<file path="src/rtl/lc3b_types.sv">
// Shared LC-3b datapath types and memory-model constants.
package lc3b_types;

  typedef logic [15:0] lc3b_word;
  typedef logic [1:0]  lc3b_mem_wmask;

  localparam int unsigned MEM_RESP_LATENCY = 4;

endpackage

</file>
<file path="src/rtl/responder_array.sv">
// Word storage for mem_responder: byte-lane synchronous write, combinational read, no reset.
module responder_array
  import lc3b_types::*;
#(
  parameter int unsigned ADDR_BITS = 8
) (
  input  logic                 clk,
  input  logic                 we,
  input  logic [ADDR_BITS-1:0] addr,
  input  lc3b_word             wdata,
  input  lc3b_mem_wmask        wmask,
  output lc3b_word             rdata
);

  localparam int unsigned Words = 2 ** ADDR_BITS;

  lc3b_word mem [Words];

  always_ff @(posedge clk) begin
    if (we) begin
      if (wmask[0]) mem[addr][7:0]  <= wdata[7:0];
      if (wmask[1]) mem[addr][15:8] <= wdata[15:8];
    end
  end

  assign rdata = mem[addr];

endmodule

</file>
<file path="src/rtl/mem_responder.sv">
// Fixed-latency memory responder: latches one request, pulses mem_resp LATENCY cycles later.
module mem_responder
  import lc3b_types::*;
#(
  parameter int unsigned LATENCY   = MEM_RESP_LATENCY,
  parameter int unsigned ADDR_BITS = 8
) (
  input  logic          clk,
  input  logic          rst_n,
  input  logic          mem_read,
  input  logic          mem_write,
  input  lc3b_word      mem_address,
  input  lc3b_word      mem_wdata,
  input  lc3b_mem_wmask mem_byte_enable,
  output logic          mem_resp,
  output lc3b_word      mem_rdata,
  output logic          busy,
  output logic          protocol_err
);

  typedef enum logic [1:0] {IDLE, BUSY, RESP} state_e;

  // Acceptance cycle and RESP cycle account for two of the LATENCY cycles.
  localparam logic [3:0] BusyLoad = (LATENCY > 1) ? 4'(LATENCY - 2) : 4'd0;

  state_e               state_q;
  logic [3:0]           count_q;
  logic [ADDR_BITS-1:0] idx_q;
  lc3b_word             wdata_q;
  lc3b_mem_wmask        mask_q;
  logic                 write_q;
  logic                 resp_q;
  logic                 busy_q;
  logic                 perr_q;

  logic     req;
  logic     array_we;
  lc3b_word array_rdata;
  logic     unused_addr_bits;

  assign req              = mem_read | mem_write;
  assign unused_addr_bits = ^{mem_address[15:ADDR_BITS+1], mem_address[0]};

  always_ff @(posedge clk) begin
    if (!rst_n) begin
      state_q <= IDLE;
      count_q <= '0;
      idx_q   <= '0;
      wdata_q <= '0;
      mask_q  <= '0;
      write_q <= 1'b0;
      resp_q  <= 1'b0;
      busy_q  <= 1'b0;
      perr_q  <= 1'b0;
    end else begin
      resp_q <= 1'b0;
      unique case (state_q)
        IDLE: begin
          if (req) begin
            idx_q   <= mem_address[ADDR_BITS:1];
            wdata_q <= mem_wdata;
            mask_q  <= mem_byte_enable;
            write_q <= mem_write;
            if (mem_read && mem_write) perr_q <= 1'b1;
            if (LATENCY > 1) begin
              state_q <= BUSY;
              count_q <= BusyLoad;
              busy_q  <= 1'b1;
            end else begin
              state_q <= RESP;
              resp_q  <= 1'b1;
            end
          end
        end
        BUSY: begin
          // Requester must hold its strobe; a drop is flagged but the transaction still completes.
          if (!req) perr_q <= 1'b1;
          if (count_q == 4'd0) begin
            state_q <= RESP;
            resp_q  <= 1'b1;
            busy_q  <= 1'b0;
          end else begin
            count_q <= count_q - 4'd1;
          end
        end
        RESP: state_q <= IDLE;
        default: state_q <= IDLE;
      endcase
    end
  end

  // A reset asserted on the closing edge of RESP must still suppress the write.
  assign array_we = rst_n && (state_q == RESP) && write_q;

  responder_array #(
    .ADDR_BITS(ADDR_BITS)
  ) u_array (
    .clk  (clk),
    .we   (array_we),
    .addr (idx_q),
    .wdata(wdata_q),
    .wmask(mask_q),
    .rdata(array_rdata)
  );

  assign mem_resp     = resp_q;
  assign mem_rdata    = (state_q == RESP && !write_q) ? array_rdata : 16'h0000;
  assign busy         = busy_q;
  assign protocol_err = perr_q;

endmodule

</file>
<file path="config.mk">
export PLATFORM = sky130hd
export DESIGN_NAME = mem_responder
export DESIGN_NICKNAME = d
export VERILOG_FILES = /design/src/rtl/lc3b_types.sv /design/src/rtl/responder_array.sv /design/src/rtl/mem_responder.sv
export SDC_FILE = /design/constraint.sdc
export NUM_CORES = 2
export LEC_CHECK = 0
export CORE_UTILIZATION = 45
export CTS_CLUSTER_DIAMETER = 40
export DETAILED_ROUTE_END_ITERATION = 7
export PLACE_DENSITY = 0.7
export SLEW_MARGIN = 15
export SYNTH_ARGS = -nofsm -noshare
export SYNTH_HDL_FRONTEND = slang
export SYNTH_SLANG_ARGS = --single-unit
export TNS_END_PERCENT = 5
</file>
<file path="constraint.sdc">
create_clock -name clk -period 6.7 [get_ports clk]
set_input_delay 1.34 -clock clk [delete_from_list [all_inputs] [get_ports clk]]
set_output_delay 1.34 -clock clk [all_outputs]
set_load 0.005 [all_outputs]
</file>
# Word-level counts from Yosys, hierarchy flattened
# Memory sizes are Yosys's and may differ from the RTL's. A register that Yosys moved wholly into a read port is not among the register bits.
# Index checks and enable logic that the tools add are counted.
dict set report word_totals {
  inputBits 38
  ram_bits 4096
  ff_bits 36
  out_inout_bits 19
  memories 1
}
# memory depth word_bits read_ports rd_ports_with_merged_regs write_ports line_no
set memory_table {}
lappend memory_table {u_array.mem 256 16 1 1 1 responder_array.sv:17} ;# lc3b_word mem [Words];
dict set report op_classes {
  eq_ne 7
  mux 23
  n_bitwise 1
  n_reduce_logical 14
  add_sub_neg 1
}
# operator count
set op_table {}
lappend op_table {{16-bit two-way mux} 1}
lappend op_table {{8-bit two-way mux} 2}
lappend op_table {{1-bit two-way mux} 12}
lappend op_table {{2-bit != test (second input constant)} 5}
lappend op_table {{4-bit two-way mux} 2}
lappend op_table {{4-bit case mux with 2 select lines} 1}
lappend op_table {{2-bit AND reduction} 3}
lappend op_table {{3-bit AND reduction} 2}
lappend op_table {{1-bit logical AND} 4}
lappend op_table {{4-bit zero test} 1}
lappend op_table {{2-bit two-way mux} 2}
lappend op_table {{1-bit case mux with 2 select lines} 2}
lappend op_table {{2-bit case mux with 2 select lines} 1}
lappend op_table {{4-bit AND reduction} 1}
lappend op_table {{4-bit by 1-bit subtractor with 4-bit output (second input constant)} 1}
lappend op_table {{2-bit by 1-bit equality test with 1-bit output (second input constant)} 1}
lappend op_table {{2-bit equality test (second input constant)} 1}
lappend op_table {{2-bit zero test} 1}
lappend op_table {{2-bit nonzero test} 1}
lappend op_table {{1-bit zero test} 1}
lappend op_table {{1-bit bitwise OR} 1}

# Logic depth before layout (Yosys ltp)
dict set report depth {
  ltp_word 5
  ltp_mapped 11
  ltp_nobuf 7
}

# Cells and area by module
# A second synthesis with hierarchy kept.
dict set report unflattened {
  hier_cells 7211
  area_unflattened_um2 157970.3
}
# module cells_per_inst area_each_um2 instances seq_area_each_um2
set modules_own_cells {}
lappend modules_own_cells {responder_array 7020 156373.7 1 122998.0}
lappend modules_own_cells {mem_responder 191 1596.5 1 720.7}

# Worst setup path before layout
# Ideal clock, no wire load.
dict set report synth_timing {
  path_kind {register to register}
  start {register wdata_q[0]}
  end {memory u_array.mem[0][0] in the netlist's numbering (data pin)}
  required_time_ns 5.844
  path_stages_with_launch 1
  arrival_time_ns 3.397
  period_less_slack_ns 4.253
  setup_time_ns 0.856
  path_buffers 0
  path_slack_ns 2.447
  cell_sequence {dfxtp_1}
}
# item line_no
set synth_rtl {}
lappend synth_rtl {{start: declaration} mem_responder.sv:29} ;# lc3b_word wdata_q;
lappend synth_rtl {{start signal: assignment} mem_responder.sv:61} ;# wdata_q <= mem_wdata;
lappend synth_rtl {{end: declaration} responder_array.sv:17}
# Straight into the memory's write port.

==> results by group <==
Run status
  • Status: completed

Clock network
  • Clk_lat worst skew: 0.95 ns
  • Hold-fix buffers, CTS: 0
  • CTS tree: built
  • Max Root-Sink Buffers: 4
  • H-tree Lvls: 5
  • Num CTS Buffers: 434
  • Clock Sinks: 4140
  • Clock Pin Slew Worst Setup and Hold Paths: 0.07 ns
  • Clock root buffer: clkbuf_16

Critical path
  • Capturing point of the worst reg2reg path: u_array.mem[168][0]
  • Delay-heaviest family, CP: buffers and inverters
  • Crit path launch type: register
  • CP max stage cell: dfxtp_2
  • Setup Crit Path Kind: reg2out
  • CP max FO: 17
  • CP peak stage delay: 0.71 ns
  • Worst Path Required: 5.36 ns
  • Crit path depth: 10
  • Reg-to-reg startpoint: write_q
  • CP arrival: 5.28 ns
  • Worst-path cell chain: buf_4 > clkinv_1 > buf_4 > nand2_1 > nor2_1 > buf_4 > a211oi_1 > nand4_1 > o22ai_2 > clkdlybuf4s50_1
  • R2R cell count: 4
  • Crit path capture type: primary output
  • R2R Setup Slk: 2.44 ns
  • Setup crit end: mem_rdata[9]
  • CP bufs+invs: 5
  • Top cell by count, worst path: buf_4

Flow run
  • MaxCap Viol Count: 0

Die
  • Die height: 601.2 µm
  • DIE AREA: 361400 µm²
  • Core ar.: 356500 µm²
  • Initial core utilization: 45.32%
  • Die width: 601.2 µm
  • I/O pin cnt: 57
  • Std-Cell Rows: 219

Routing
  • Initial drt markers: 11100
  • Drt pass-1 iters: 8
  • Via count: 81520
  • Via-to-Cell Ratio: 6.198
  • Drt drc: 0
  • WL/cell: 31.15 µm
  • Antenna-violating nets left: 0
  • WL final: 409.7 mm

Power
  • Lkg Pwr: 55.37 nW
  • Power Total: 58.76 mW
  • Worst ir drop on vdd: 243.2 µV
  • PwrDens: 322.8 nW/µm²

Synth
  • Netlist Area Pre-Place: 161500 µm²
  • Synthesis Warnings: 0
  • Seq cells post-synth: 4140
  • Async SR Flop Fraction: 0%
  • Mapped Avg Cell Area: 20.82 µm²
  • Prevailing post-synth register cell: edfxtp_1
  • Yosys cell types: 67
  • Number of enable flip-flop cells after synthesis: 4096
  • Synth Instances: 7759
  • Sequential share of the synthesized area: 76.68%
  • Post-Syn Nets: 7799

STA
  • Slew @ Worst Pin: 1.345 ns
  • Post-route setup TNS: 0 ns
  • Final Cycle Share: 98.85%
  • Rel. slew slack: 10.55%
  • Clock Skew: 0.07174 ns
  • Highest Clock Rate: 151.0 MHz
  • Minimum clock period: 6.623 ns
  • Endpoints failing setup: 0
  • Slew Limit Fails: 0
  • RSZ-0062 raised after global routing: false
  • Final hold violations: 0

Place
  • Hpwl dp: 246.4 mm
  • IO Port Bufs: 48
  • GPL Wtd Cong: 0.8482

Global route
  • Antenna violations before repair: 22
  • Pin count of the biggest net entering global routing: 258
  • Global Route Usage Sum: 22.27%
  • First-pass GRT wire length: 584.7 mm
  • Total gr overflow: 0
  • Vias in the first global route: 80980

Cells and area
  • Share of cells above drive strength 1: 22.10%
  • Nets: 8058
  • Synth-to-Final Area Change: 12.69%

Worst hold path
  • Hold WC Path Type: reg2reg
==> per-stage QoR <==
step | hold WS [ns] | std cells | setup slack [ns] | area [µm²] | util (%)
after global routing | 0.5798 | 13140 | 0.02181 | 182000 | 51.06
final | 0.5544 | 13150 | 0.07687 | 182100 | 51.07
after global placement | 0.5105 | 12330 | 0.6395 | 167300 | 46.94
after CTS | 0.5513 | 13130 | 0.09604 | 182000 | 51.04
after detailed placement | 0.5347 | 12330 | 0.6690 | 167300 | 46.94
after floorplan | 0.4388 | 7759 | 2.447 | 161500 | -
==> worst register-to-register path, stage by stage (launching register included) <==
cell and delay [ns]:
dfxtp_1 0.63, and4b_1 0.34, and2_1 0.84, nand3_1 0.95, nor2_1 1.10
==> cell usage after synthesis (13+ instances only) <==
cell type	instances	area share (%)
a21oi_1	22	0.068
nor2_1	547	1.3
o221ai_1	260	1.4
nand4_1	40	0.15
buf_8	38	0.35
nor2b_1	31	0.12
buf_4	52	0.24
o21ai_0	68	0.21
clkbuf_1	228	0.53
mux4_1	24	0.39
buf_12	27	0.33
o22ai_1	142	0.55
buf_6	44	0.31
mux2_2	22	0.15
nor3_1	31	0.096
mux2i_1	560	3.5
buf_1	13	0.030
dfxtp_1	44	0.55
mux4_2	793	11
edfxtp_1	4096	76
o211ai_1	15	0.070
or3_1	13	0.050
a21boi_0	93	0.43
nand2_1	185	0.43
a211oi_1	39	0.18
buf_2	83	0.26
a22oi_1	61	0.28
a32oi_1	27	0.15
nand3_1	41	0.13
==> cells by family after synthesis <==
group                      count (synthesis)  synth area share [%]
DFF                                     4140                 76.68
buffers and inverters                    501                 2.119
AOI/OAI and AO/OA                        786                 3.674
adders and majority gates                  2               0.01549
xor gates and xnor gates                   2               0.01085
and+or+nand+nor                          929                 2.429
muxes                                   1399                 15.07
==> worst min path at each step <==
stage / cells past startpoint / slack (ns) / end / startpoint
after detailed placement: 2 / 0.53 / count_q[2] / count_q[2]
final: 1 / 0.55 / count_q[1] / count_q[1]
after global routing: 1 / 0.58 / count_q[1] / count_q[1]
after CTS: 1 / 0.55 / count_q[1] / count_q[1]
after floorplan: 2 / 0.44 / mask_q[1] / mask_q[1]
after global placement: 1 / 0.51 / count_q[1] / count_q[1]
==> what timing repair did <==
action / CTS / global route
resized for setup: 1 / 0
hold endpoints to repair: 0 / 0
endpoints found under the setup margin: 12 / 0
setup buffers: 4 / 0
==> where the power goes <==
part | internal (mW) | switching (mW)
sequential | 29.0 | 0.309
clock | 14.0 | 10.3
combinational | 1.84 | 3.36
==> sequential cells by signal, indices dropped and copies added (netlist names), named ones only <==
| register | count |
|---|---|
| mem_resp | 1 |
| idx_q | 8 |
| wdata_q | 16 |
| write_q | 1 |
| count_q | 4 |
| busy | 1 |
| protocol_err | 1 |
| u_array.mem | 4096 |
| mask_q | 2 |
| state_q | 2 |
==> cell type report <==
type	instances	area (µm²)
Clock inverter	299	3252
Clock buffer	504	11280
Multi-Input combinational cell	3118	34370
Fill cell	27100	174400
Tap cell	4751	5944
Antenna cell	15	37.54
Sequential cell	4140	124000
Timing Repair Buffer	317	3178
Inverter	7	33.78
==> cell usage in the layout, fill, tap and decap left out, drive strengths merged, types with 44 or more instances in the layout <==
cell type / count
nand2: 185
inv: 62
mux2i: 560
clkbuf: 504
nor2: 547
o21ai: 78
dfxtp: 44
clkinvlp: 47
o22ai: 146
a21boi: 93
edfxtp: 4096
clkinv: 152
mux4: 817
a22oi: 61
buf: 274
bufinv: 45
o221ai: 263
==> layer usage <==
layer | track usage (%) | vias to the layer above | share of wire [%]
met1 | 30.44 | 42760 | 38
met4 | 8.654 | 8 | 4.2
li1 | - | 33040 | -
met3 | 4.997 | 821 | 11
met5 | 0 | - | 0.014
met2 | 34.98 | 4889 | 47
Power figures use the tool's default switching activity.
